## config.mk

```make
export PLATFORM = sky130hd
export DESIGN_NAME = pong_ball_engine_flat
export DESIGN_NICKNAME = d
export VERILOG_FILES = /design/src/rtl/pong_ball_engine_if.sv /design/src/rtl/pong_ball_engine.sv /design/src/flat_wrapper.sv
export SDC_FILE = /design/constraint.sdc
export NUM_CORES = 1
export LEC_CHECK = 0
export ABC_AREA = 1
export CAP_MARGIN = 20
export CORE_AREA = 2 2 102 104
export CTS_BUF_LIST = sky130_fd_sc_hd__clkbuf_8
export CTS_CLUSTER_SIZE = 40
export DETAILED_ROUTE_END_ITERATION = 10
export DIE_AREA = 0 0 104 106
export DONT_BUFFER_PORTS = 1
export PLACE_DENSITY = 0.77
export SKIP_CTS_REPAIR_TIMING = 1
export SYNTH_ARGS = -nofsm -noshare
export SYNTH_HDL_FRONTEND = slang
export SYNTH_SLANG_ARGS = --single-unit
```

## constraint.sdc

```tcl
create_clock -name clk50M -period 7.51 [get_ports clk50M]
set_clock_uncertainty 0.15 [all_clocks]
set_input_delay 0.751 -clock clk50M [delete_from_list [all_inputs] [get_ports clk50M]]
set_output_delay 0.751 -clock clk50M [all_outputs]
set_load 0.01 [all_outputs]
```

## src/rtl/pong_ball_engine_if.sv

```systemverilog
// Bundle between the game side (paddles, serve control) and the ball engine.
// Latency: none; plain wires, all engine outputs are registered inside the engine.
// Backpressure: none; frame_tick is a strobe and the engine never stalls it.
interface pong_ball_engine_if;
    // game -> engine
    logic       frame_tick;
    logic       serve_req;
    logic       score_clr;
    logic [9:0] paddle_one_y;
    logic [9:0] paddle_two_y;
    // engine -> game
    logic [9:0] ball_x;
    logic [9:0] ball_y;
    logic [1:0] collided;
    logic [1:0] missed;
    logic [3:0] score_one;
    logic [3:0] score_two;
    logic [1:0] state;
    logic [2:0] speed;

    modport master (
        output frame_tick, serve_req, score_clr, paddle_one_y, paddle_two_y,
        input  ball_x, ball_y, collided, missed, score_one, score_two, state, speed
    );

    modport slave (
        input  frame_tick, serve_req, score_clr, paddle_one_y, paddle_two_y,
        output ball_x, ball_y, collided, missed, score_one, score_two, state, speed
    );
endinterface

```

## src/rtl/pong_ball_engine.sv

```systemverilog
// Pong ball engine: position, direction, speed ramp, wall/paddle bounce, miss, serve and score.
// Latency: a frame_tick (or serve_req/score_clr) sampled in cycle N is reflected on outputs in N+1.
// Backpressure: none; every frame_tick is consumed. Optional paddle spin enabled by PONG_SPIN_EN.
module pong_ball_engine #(
    parameter int SCREEN_W     = 640,
    parameter int SCREEN_H     = 480,
    parameter int BALL_SIZE    = 10,
    parameter int PADDLE_LEN   = 50,
    parameter int PADDLE_W     = 5,
    parameter int P1_X         = 30,
    parameter int P2_X         = 600,
    parameter int WALL_MARGIN  = 10,
    parameter int MISS_MARGIN  = 2,
    parameter int SPEED_INIT   = 2,
    parameter int SPEED_MAX    = 6,
    parameter int SERVE_FRAMES = 127
) (
    input  logic               clk50M,
    input  logic               reset_n,
    pong_ball_engine_if.slave  bus
);

    typedef enum logic [1:0] {
        ST_IDLE  = 2'b00,
        ST_SERVE = 2'b01,
        ST_PLAY  = 2'b10,
        ST_MISS  = 2'b11
    } state_e;

    // Geometry, all in 11 bits so ball+speed or paddle+length never wraps.
    localparam logic [10:0] CX       = 11'(SCREEN_W / 2 - BALL_SIZE / 2);
    localparam logic [10:0] CY       = 11'(SCREEN_H / 2 - BALL_SIZE / 2);
    localparam logic [10:0] X_MAX    = 11'(SCREEN_W - BALL_SIZE);
    localparam logic [10:0] Y_MAX    = 11'(SCREEN_H - BALL_SIZE);
    localparam logic [10:0] BALL_EXT = 11'(BALL_SIZE - 1);
    localparam logic [10:0] PAD_EXT  = 11'(PADDLE_LEN - 1);
    localparam logic [10:0] P1_L     = 11'(P1_X);
    localparam logic [10:0] P1_R     = 11'(P1_X + PADDLE_W);
    localparam logic [10:0] P2_L     = 11'(P2_X);
    localparam logic [10:0] P2_R     = 11'(P2_X + PADDLE_W);
    localparam logic [10:0] WALL_TOP = 11'(WALL_MARGIN);
    localparam logic [10:0] WALL_BOT = 11'(SCREEN_H - WALL_MARGIN);
    localparam logic [10:0] MISS_L   = 11'(MISS_MARGIN);
    localparam logic [10:0] MISS_R   = 11'(SCREEN_W - MISS_MARGIN);
    localparam logic [2:0]  SPD_INIT = 3'(SPEED_INIT);
    localparam logic [2:0]  SPD_MAX  = 3'(SPEED_MAX);
    localparam logic [6:0]  TMR_LOAD = 7'(SERVE_FRAMES);
    localparam logic [3:0]  SCORE_TOP = 4'd9;
`ifdef PONG_SPIN_EN
    localparam logic signed [11:0] SPIN_LO = 12'(PADDLE_LEN / 4);
    localparam logic signed [11:0] SPIN_HI = 12'(3 * PADDLE_LEN / 4);
`endif

    // Direction encoding: dir_x 1 = right, dir_y 1 = down.
    state_e     state_q,     state_d;
    logic [9:0] ball_x_q,    ball_x_d;
    logic [9:0] ball_y_q,    ball_y_d;
    logic       dir_x_q,     dir_x_d;
    logic       dir_y_q,     dir_y_d;
    logic       serve_dir_q, serve_dir_d;
    logic [2:0] speed_q,     speed_d;
    logic [6:0] timer_q,     timer_d;
    logic [1:0] collided_q,  collided_d;
    logic [1:0] missed_q,    missed_d;
    logic [3:0] score_one_q, score_one_d;
    logic [3:0] score_two_q, score_two_d;

    // Current ball box and paddle spans, widened to 11 bits.
    logic [10:0] bx, by, bx_r, by_b;
    logic [10:0] py1, py1_b, py2, py2_b;

    assign bx    = {1'b0, ball_x_q};
    assign by    = {1'b0, ball_y_q};
    assign bx_r  = bx + BALL_EXT;
    assign by_b  = by + BALL_EXT;
    assign py1   = {1'b0, bus.paddle_one_y};
    assign py2   = {1'b0, bus.paddle_two_y};
    assign py1_b = py1 + PAD_EXT;
    assign py2_b = py2 + PAD_EXT;

    // Per-frame collision terms; only meaningful while playing.
    logic hit1, hit2, miss_l, miss_r;

    assign hit1 = !dir_x_q && (bx <= P1_R) && (bx_r >= P1_L) && (by_b >= py1) && (by <= py1_b);
    assign hit2 =  dir_x_q && (bx <= P2_R) && (bx_r >= P2_L) && (by_b >= py2) && (by <= py2_b);
    // A paddle hit always wins over a miss on the same frame.
    assign miss_l = !hit1 && !hit2 && !dir_x_q && (bx <= MISS_L);
    assign miss_r = !hit1 && !hit2 &&  dir_x_q && (bx_r >= MISS_R);

`ifdef PONG_SPIN_EN
    // Ball centre offset from the top of whichever paddle is being struck.
    logic signed [11:0] spin_c;
    assign spin_c = {1'b0, by} + 12'(BALL_SIZE / 2) - (hit2 ? {1'b0, py2} : {1'b0, py1});
`endif

    logic [10:0] spd11, nx, ny;

    // Next-state and next-output computation for the whole engine.
    always_comb begin
        state_d     = state_q;
        ball_x_d    = ball_x_q;
        ball_y_d    = ball_y_q;
        dir_x_d     = dir_x_q;
        dir_y_d     = dir_y_q;
        serve_dir_d = serve_dir_q;
        speed_d     = speed_q;
        timer_d     = timer_q;
        collided_d  = 2'b00;
        missed_d    = 2'b00;
        score_one_d = score_one_q;
        score_two_d = score_two_q;
        spd11       = '0;
        nx          = bx;
        ny          = by;

        case (state_q)
            ST_IDLE: begin
                ball_x_d = CX[9:0];
                ball_y_d = CY[9:0];
                if (bus.serve_req) begin
                    timer_d = TMR_LOAD;
                    state_d = ST_SERVE;
                end
            end

            ST_SERVE: begin
                ball_x_d = CX[9:0];
                ball_y_d = CY[9:0];
                if (bus.frame_tick) begin
                    if (timer_q == 7'd0) state_d = ST_PLAY;
                    else                 timer_d = timer_q - 7'd1;
                end
            end

            ST_PLAY: begin
                if (bus.frame_tick) begin
                    // Walls first; a paddle hit on the same frame still applies afterwards.
                    if (!dir_y_q && by <= WALL_TOP)      dir_y_d = 1'b1;
                    else if (dir_y_q && by_b >= WALL_BOT) dir_y_d = 1'b0;

                    if (hit1 || hit2) begin
                        dir_x_d    = hit1;
                        collided_d = {hit2, hit1};
                        speed_d    = (speed_q >= SPD_MAX) ? SPD_MAX : speed_q + 3'd1;
`ifdef PONG_SPIN_EN
                        if (spin_c < SPIN_LO)       dir_y_d = 1'b0;
                        else if (spin_c >= SPIN_HI) dir_y_d = 1'b1;
`endif
                    end

                    if (miss_l || miss_r) begin
                        // Ball stays where it was; the side that missed serves next.
                        missed_d    = {miss_r, miss_l};
                        serve_dir_d = miss_r;
                        timer_d     = TMR_LOAD;
                        state_d     = ST_MISS;
                        if (miss_l && score_two_q != SCORE_TOP) score_two_d = score_two_q + 4'd1;
                        if (miss_r && score_one_q != SCORE_TOP) score_one_d = score_one_q + 4'd1;
                    end else begin
                        // Move with the direction and speed just decided, clamped to screen.
                        spd11 = {8'd0, speed_d};
                        if (dir_x_d) nx = (bx + spd11 > X_MAX) ? X_MAX : bx + spd11;
                        else         nx = (bx < spd11) ? 11'd0 : bx - spd11;
                        if (dir_y_d) ny = (by + spd11 > Y_MAX) ? Y_MAX : by + spd11;
                        else         ny = (by < spd11) ? 11'd0 : by - spd11;
                        ball_x_d = nx[9:0];
                        ball_y_d = ny[9:0];
                    end
                end
            end

            ST_MISS: begin
                if (bus.frame_tick) begin
                    if (timer_q == 7'd0) begin
                        state_d  = ST_IDLE;
                        ball_x_d = CX[9:0];
                        ball_y_d = CY[9:0];
                        speed_d  = SPD_INIT;
                        dir_x_d  = serve_dir_q;
                        dir_y_d  = 1'b1;
                    end else begin
                        timer_d = timer_q - 7'd1;
                    end
                end
            end

            default: state_d = ST_IDLE;
        endcase

        // Clear beats any increment decided above.
        if (bus.score_clr) begin
            score_one_d = 4'd0;
            score_two_d = 4'd0;
        end
    end

    // State register; reset lands the ball at centre, serving right.
    always_ff @(posedge clk50M or negedge reset_n) begin
        if (!reset_n) begin
            state_q     <= ST_IDLE;
            ball_x_q    <= CX[9:0];
            ball_y_q    <= CY[9:0];
            dir_x_q     <= 1'b1;
            dir_y_q     <= 1'b1;
            serve_dir_q <= 1'b1;
            speed_q     <= SPD_INIT;
            timer_q     <= 7'd0;
            collided_q  <= 2'b00;
            missed_q    <= 2'b00;
            score_one_q <= 4'd0;
            score_two_q <= 4'd0;
        end else begin
            state_q     <= state_d;
            ball_x_q    <= ball_x_d;
            ball_y_q    <= ball_y_d;
            dir_x_q     <= dir_x_d;
            dir_y_q     <= dir_y_d;
            serve_dir_q <= serve_dir_d;
            speed_q     <= speed_d;
            timer_q     <= timer_d;
            collided_q  <= collided_d;
            missed_q    <= missed_d;
            score_one_q <= score_one_d;
            score_two_q <= score_two_d;
        end
    end

    assign bus.ball_x    = ball_x_q;
    assign bus.ball_y    = ball_y_q;
    assign bus.collided  = collided_q;
    assign bus.missed    = missed_q;
    assign bus.score_one = score_one_q;
    assign bus.score_two = score_two_q;
    assign bus.state     = state_q;
    assign bus.speed     = speed_q;

    // A side can never both hit and miss on the same frame; speed stays in its range.
    a_hit_miss_exclusive: assert property (@(posedge clk50M) disable iff (!reset_n)
        (collided_q & missed_q) == 2'b00);
    a_speed_range: assert property (@(posedge clk50M) disable iff (!reset_n)
        (speed_q >= SPD_INIT) && (speed_q <= SPD_MAX));
    a_score_range: assert property (@(posedge clk50M) disable iff (!reset_n)
        (score_one_q <= SCORE_TOP) && (score_two_q <= SCORE_TOP));

endmodule

```

## src/flat_wrapper.sv

```systemverilog
// flat-port wrapper written by rule: the top's interface ports become plain ports
module pong_ball_engine_flat 
#(
    parameter int SCREEN_W     = 640,
    parameter int SCREEN_H     = 480,
    parameter int BALL_SIZE    = 10,
    parameter int PADDLE_LEN   = 50,
    parameter int PADDLE_W     = 5,
    parameter int P1_X         = 30,
    parameter int P2_X         = 600,
    parameter int WALL_MARGIN  = 10,
    parameter int MISS_MARGIN  = 2,
    parameter int SPEED_INIT   = 2,
    parameter int SPEED_MAX    = 6,
    parameter int SERVE_FRAMES = 127
)
  (clk50M, reset_n, bus_frame_tick, bus_serve_req, bus_score_clr, bus_paddle_one_y, bus_paddle_two_y, bus_ball_x, bus_ball_y, bus_collided, bus_missed, bus_score_one, bus_score_two, bus_state, bus_speed);
  pong_ball_engine_if bus_i ();
  input  logic clk50M;
  input  logic reset_n;
  input wire logic [$bits(bus_i.frame_tick)-1:0] bus_frame_tick;
  input wire logic [$bits(bus_i.serve_req)-1:0] bus_serve_req;
  input wire logic [$bits(bus_i.score_clr)-1:0] bus_score_clr;
  input wire logic [$bits(bus_i.paddle_one_y)-1:0] bus_paddle_one_y;
  input wire logic [$bits(bus_i.paddle_two_y)-1:0] bus_paddle_two_y;
  output wire logic [$bits(bus_i.ball_x)-1:0] bus_ball_x;
  output wire logic [$bits(bus_i.ball_y)-1:0] bus_ball_y;
  output wire logic [$bits(bus_i.collided)-1:0] bus_collided;
  output wire logic [$bits(bus_i.missed)-1:0] bus_missed;
  output wire logic [$bits(bus_i.score_one)-1:0] bus_score_one;
  output wire logic [$bits(bus_i.score_two)-1:0] bus_score_two;
  output wire logic [$bits(bus_i.state)-1:0] bus_state;
  output wire logic [$bits(bus_i.speed)-1:0] bus_speed;
  assign bus_i.frame_tick = bus_frame_tick;
  assign bus_i.serve_req = bus_serve_req;
  assign bus_i.score_clr = bus_score_clr;
  assign bus_i.paddle_one_y = bus_paddle_one_y;
  assign bus_i.paddle_two_y = bus_paddle_two_y;
  assign bus_ball_x = bus_i.ball_x;
  assign bus_ball_y = bus_i.ball_y;
  assign bus_collided = bus_i.collided;
  assign bus_missed = bus_i.missed;
  assign bus_score_one = bus_i.score_one;
  assign bus_score_two = bus_i.score_two;
  assign bus_state = bus_i.state;
  assign bus_speed = bus_i.speed;
  pong_ball_engine #(.SCREEN_W(SCREEN_W), .SCREEN_H(SCREEN_H), .BALL_SIZE(BALL_SIZE), .PADDLE_LEN(PADDLE_LEN), .PADDLE_W(PADDLE_W), .P1_X(P1_X), .P2_X(P2_X), .WALL_MARGIN(WALL_MARGIN), .MISS_MARGIN(MISS_MARGIN), .SPEED_INIT(SPEED_INIT), .SPEED_MAX(SPEED_MAX), .SERVE_FRAMES(SERVE_FRAMES)) u_core (.clk50M(clk50M), .reset_n(reset_n), .bus(bus_i));
endmodule
```

==> flow_metrics.env <==
export IMPL_synth_fp_nets=980
export IMPL_synth_seq_cells=47
export IMPL_critPathTopFamily="simple AND/OR/NAND/NOR gates"
export IMPL_num_antenna_cells=0
export IMPL_hold_violations=0
export IMPL_die_w_um=104
export IMPL_synth_top_area_cell="ha_1"
export IMPL_cp_depth=32
export IMPL_reg2reg_from="u_core.bus.ball_y[1]$_DFFE_PN1P_"
export IMPL_synth_warning_count=0
export IMPL_end_kind="register"
export IMPL_num_io_pins=62
export IMPL_drtIter0Drc=401
export IMPL_synth_area_leaders="ha_1 16%, nand2_1 15%, dfrtp_1 13%"
export IMPL_die_area_mm2=0.01102
export IMPL_netlist_instances=876
export IMPL_hp_class="primary input to asynchronous set/reset pin"
export IMPL_slew_headroom_pct=54.01
export IMPL_cts_buffers_inserted=5
export IMPL_grt_use_total_pct=26.79
export IMPL_final_max_slew_viol_count=0
export IMPL_antenna_left=0
export IMPL_start_util_pct=58.16
export IMPL_cts_htree_levels=2
export IMPL_drive_gt1_share_pct=5.517
export IMPL_dp_slack_ns=1.668
export IMPL_status="complete, no violations"
export IMPL_insertion_delay_ns=0.31
export IMPL_synth_area_mm2=0.005816
export IMPL_ys_seq_area_share_pct=20.57
export IMPL_hpwl_um=11080
export IMPL_vias=5458
export IMPL_crit_slowest_cell="dfstp_2"
export IMPL_grt_max_degree=48
export IMPL_cp_max_fo=10
export IMPL_cts_tree="done"
export IMPL_cp_common_cell="nand2_1"
export IMPL_finalCriticalPeriod_ns=5.786
export IMPL_max_freq_mhz=172.8
export IMPL_maxCapViolCount=0
export IMPL_port_buffers=0
export IMPL_die_h_um=106
export IMPL_postLayoutCellArea_mm2=0.006017
export IMPL_syn_to_final_growth_pct=3.464
export IMPL_drt_wl_total_um=14660
export IMPL_vias_per_cell=5.425
export IMPL_place_area_mm2=0.005879
export IMPL_reg2reg_to="u_core.bus.ball_x[5]$_DFFE_PN1P_"
export IMPL_gr_total_overflow=0
export IMPL_r2r_slack_ns=1.72
export IMPL_gp_congestion=0.9186
export IMPL_coreArea_mm2=0.01000
export IMPL_critPathBufInv=3
export IMPL_final_common_cell="nand2_1"
export IMPL_fin_crit_sh_pct=77.04
export IMPL_fp_row_count=37
export IMPL_worstRegToRegCells=32
export IMPL_cp_data_required_time_ns=7.61
export IMPL_postSynth_asyncResetShare_pct=100.0
export IMPL_fin_ws_ns=1.724
export IMPL_max_stage_delay_ns=0.74
export IMPL_setup_viol=0
export IMPL_cts_root_buffer="clkbuf_8"
export IMPL_worstSetupStartpointType="register"
export IMPL_synthFlopType="dfrtp_1"
export IMPL_tns_ns=0
export IMPL_synth_top_area_share_pct=16.14
export IMPL_ys_types=46
export IMPL_dr_pass1_iters=5
export IMPL_synth_edff_count=0
export IMPL_rsz0062_at_grt="no"
export IMPL_path_class="register to register"
export IMPL_remaining_drc_errors=0
export IMPL_antenna_found_initial=0
export IMPL_clk_pin_slew_ns=0.09
export IMPL_grt_pass1_wl_um=24540
export IMPL_arrival_ns=5.89
export IMPL_grt_pass1_vias=5155
export IMPL_wl_per_cell_um=14.57
export IMPL_clkSinkCount=47
export IMPL_worst_pin_slew_ns=0.6898
export IMPL_cts_path_max_buffers=2
export IMPL_p_leak_nw=3.198
export IMPL_layout_common_cells="231 x nand2_1, 129 x inv_1, 81 x nand3_1"
export IMPL_power_density_mw_per_mm2=342.5
export IMPL_fin_nets=973
export IMPL_syn_avg_cell_area_um2=6.639
export IMPL_ir_drop_mv=0.2233
[cells by family after synthesis]
family          Yosys count  synth area share (%)
compound gates          102                 9.789
xor+xnor                 49                 7.380
fa+ha+maj                79                 17.51
buf+inv                 147                 10.41
flops                    47                 20.57
mux                       1                0.1721
simple gates            451                 34.17
[state kept, by name, summed over array words and instances, names as in the netlist]
| signal | cells |
|---|---|
| u_core.bus.missed | 2 |
| u_core.bus.ball_x | 10 |
| u_core.bus.ball_y | 10 |
| u_core.dir_y_q | 1 |
| u_core.bus.score_one | 4 |
| u_core.bus.collided | 2 |
| u_core.timer_q | 7 |
| u_core.bus.score_two | 4 |
| u_core.bus.speed | 3 |
| u_core.serve_dir_q | 1 |
| u_core.dir_x_q | 1 |
| u_core.bus.state | 2 |
[per-stage QoR]
step	instances	hold slack, ns	total power, mW	util (%)
final	1006	0.1125	2.061	60.17
after global routing	1006	0.1149	2.305	60.17
after CTS	1005	-0.02729	2.050	59.97
after detailed placement	997	0.3063	1.842	58.80
after global placement	997	0.3063	1.831	58.80
after floorplan	876	0.3054	1.559	-
[layout make-up]
| class | count | area (um^2) |
|---|---|---|
| clock buffer | 6 | 82.58 |
| multi-input combinational | 682 | 4014 |
| timing repair buffer | 2 | 27.53 |
| fill | 989 | 3983 |
| clock inverter | 2 | 35.03 |
| sequential | 47 | 1196 |
| inverter | 131 | 491.7 |
| tap | 136 | 170.2 |
[worst register-to-register path: cells and delay by family (launching register included)]
family	cells	cell delay [ns]
flip-flops	1	0.74
AO/OA/AOI/OAI	3	0.98
buffers and inverters	3	0.29
XOR/XNOR	2	0.37
AND/OR/NAND/NOR	20	2.04
adder cells (fa/ha/maj)	4	1.15
[synth_stat cells (6+ instances only)]
library cell / n
a21oi_1: 29
buf_2: 7
dfrtp_1: 31
dfstp_2: 16
ha_1: 75
inv_1: 129
nand2_1: 231
nand2_2: 6
nand3_1: 81
nand3b_1: 7
nand4_1: 18
nor2_1: 77
nor3_1: 15
o21ai_0: 38
o21ai_1: 12
xor2_1: 46
[worst max-delay path by stage]
stage | slack (ns) | to | from
finish | 1.72 | u_core.bus.ball_x[5]$_DFFE_PN1P_ | u_core.bus.ball_y[1]$_DFFE_PN1P_
detailed placement | 1.67 | u_core.bus.ball_x[5]$_DFFE_PN1P_ | bus_paddle_two_y[2]
global route | 1.23 | u_core.bus.ball_x[5]$_DFFE_PN1P_ | u_core.bus.ball_y[1]$_DFFE_PN1P_
floorplan | 2.28 | u_core.bus.ball_x[5]$_DFFE_PN1P_ | bus_paddle_two_y[2]
global placement | 1.82 | u_core.bus.ball_y[2]$_DFFE_PN0P_ | bus_paddle_two_y[2]
CTS | 1.80 | u_core.bus.ball_x[5]$_DFFE_PN1P_ | u_core.bus.ball_y[1]$_DFFE_PN1P_
[report_power, final]
| group | leakage (nW) | internal (mW) | total (mW) | switching (mW) |
|---|---|---|---|---|
| clock | 0.0612 | 0.108 | 0.198 | 0.0906 |
| sequential | 0.576 | 0.351 | 0.549 | 0.198 |
| combinational | 2.56 | 0.474 | 1.31 | 0.839 |
[metal layers]
layer	up-vias	wire (um)	track usage, %
li1	2812	-	-
met3	24	986	3.679
met5	-	0	0
met1	2441	6786	36.76
met2	181	6643	43.94
met4	0	239	8.301
Note: power is estimated with default switching activity, not from simulation.
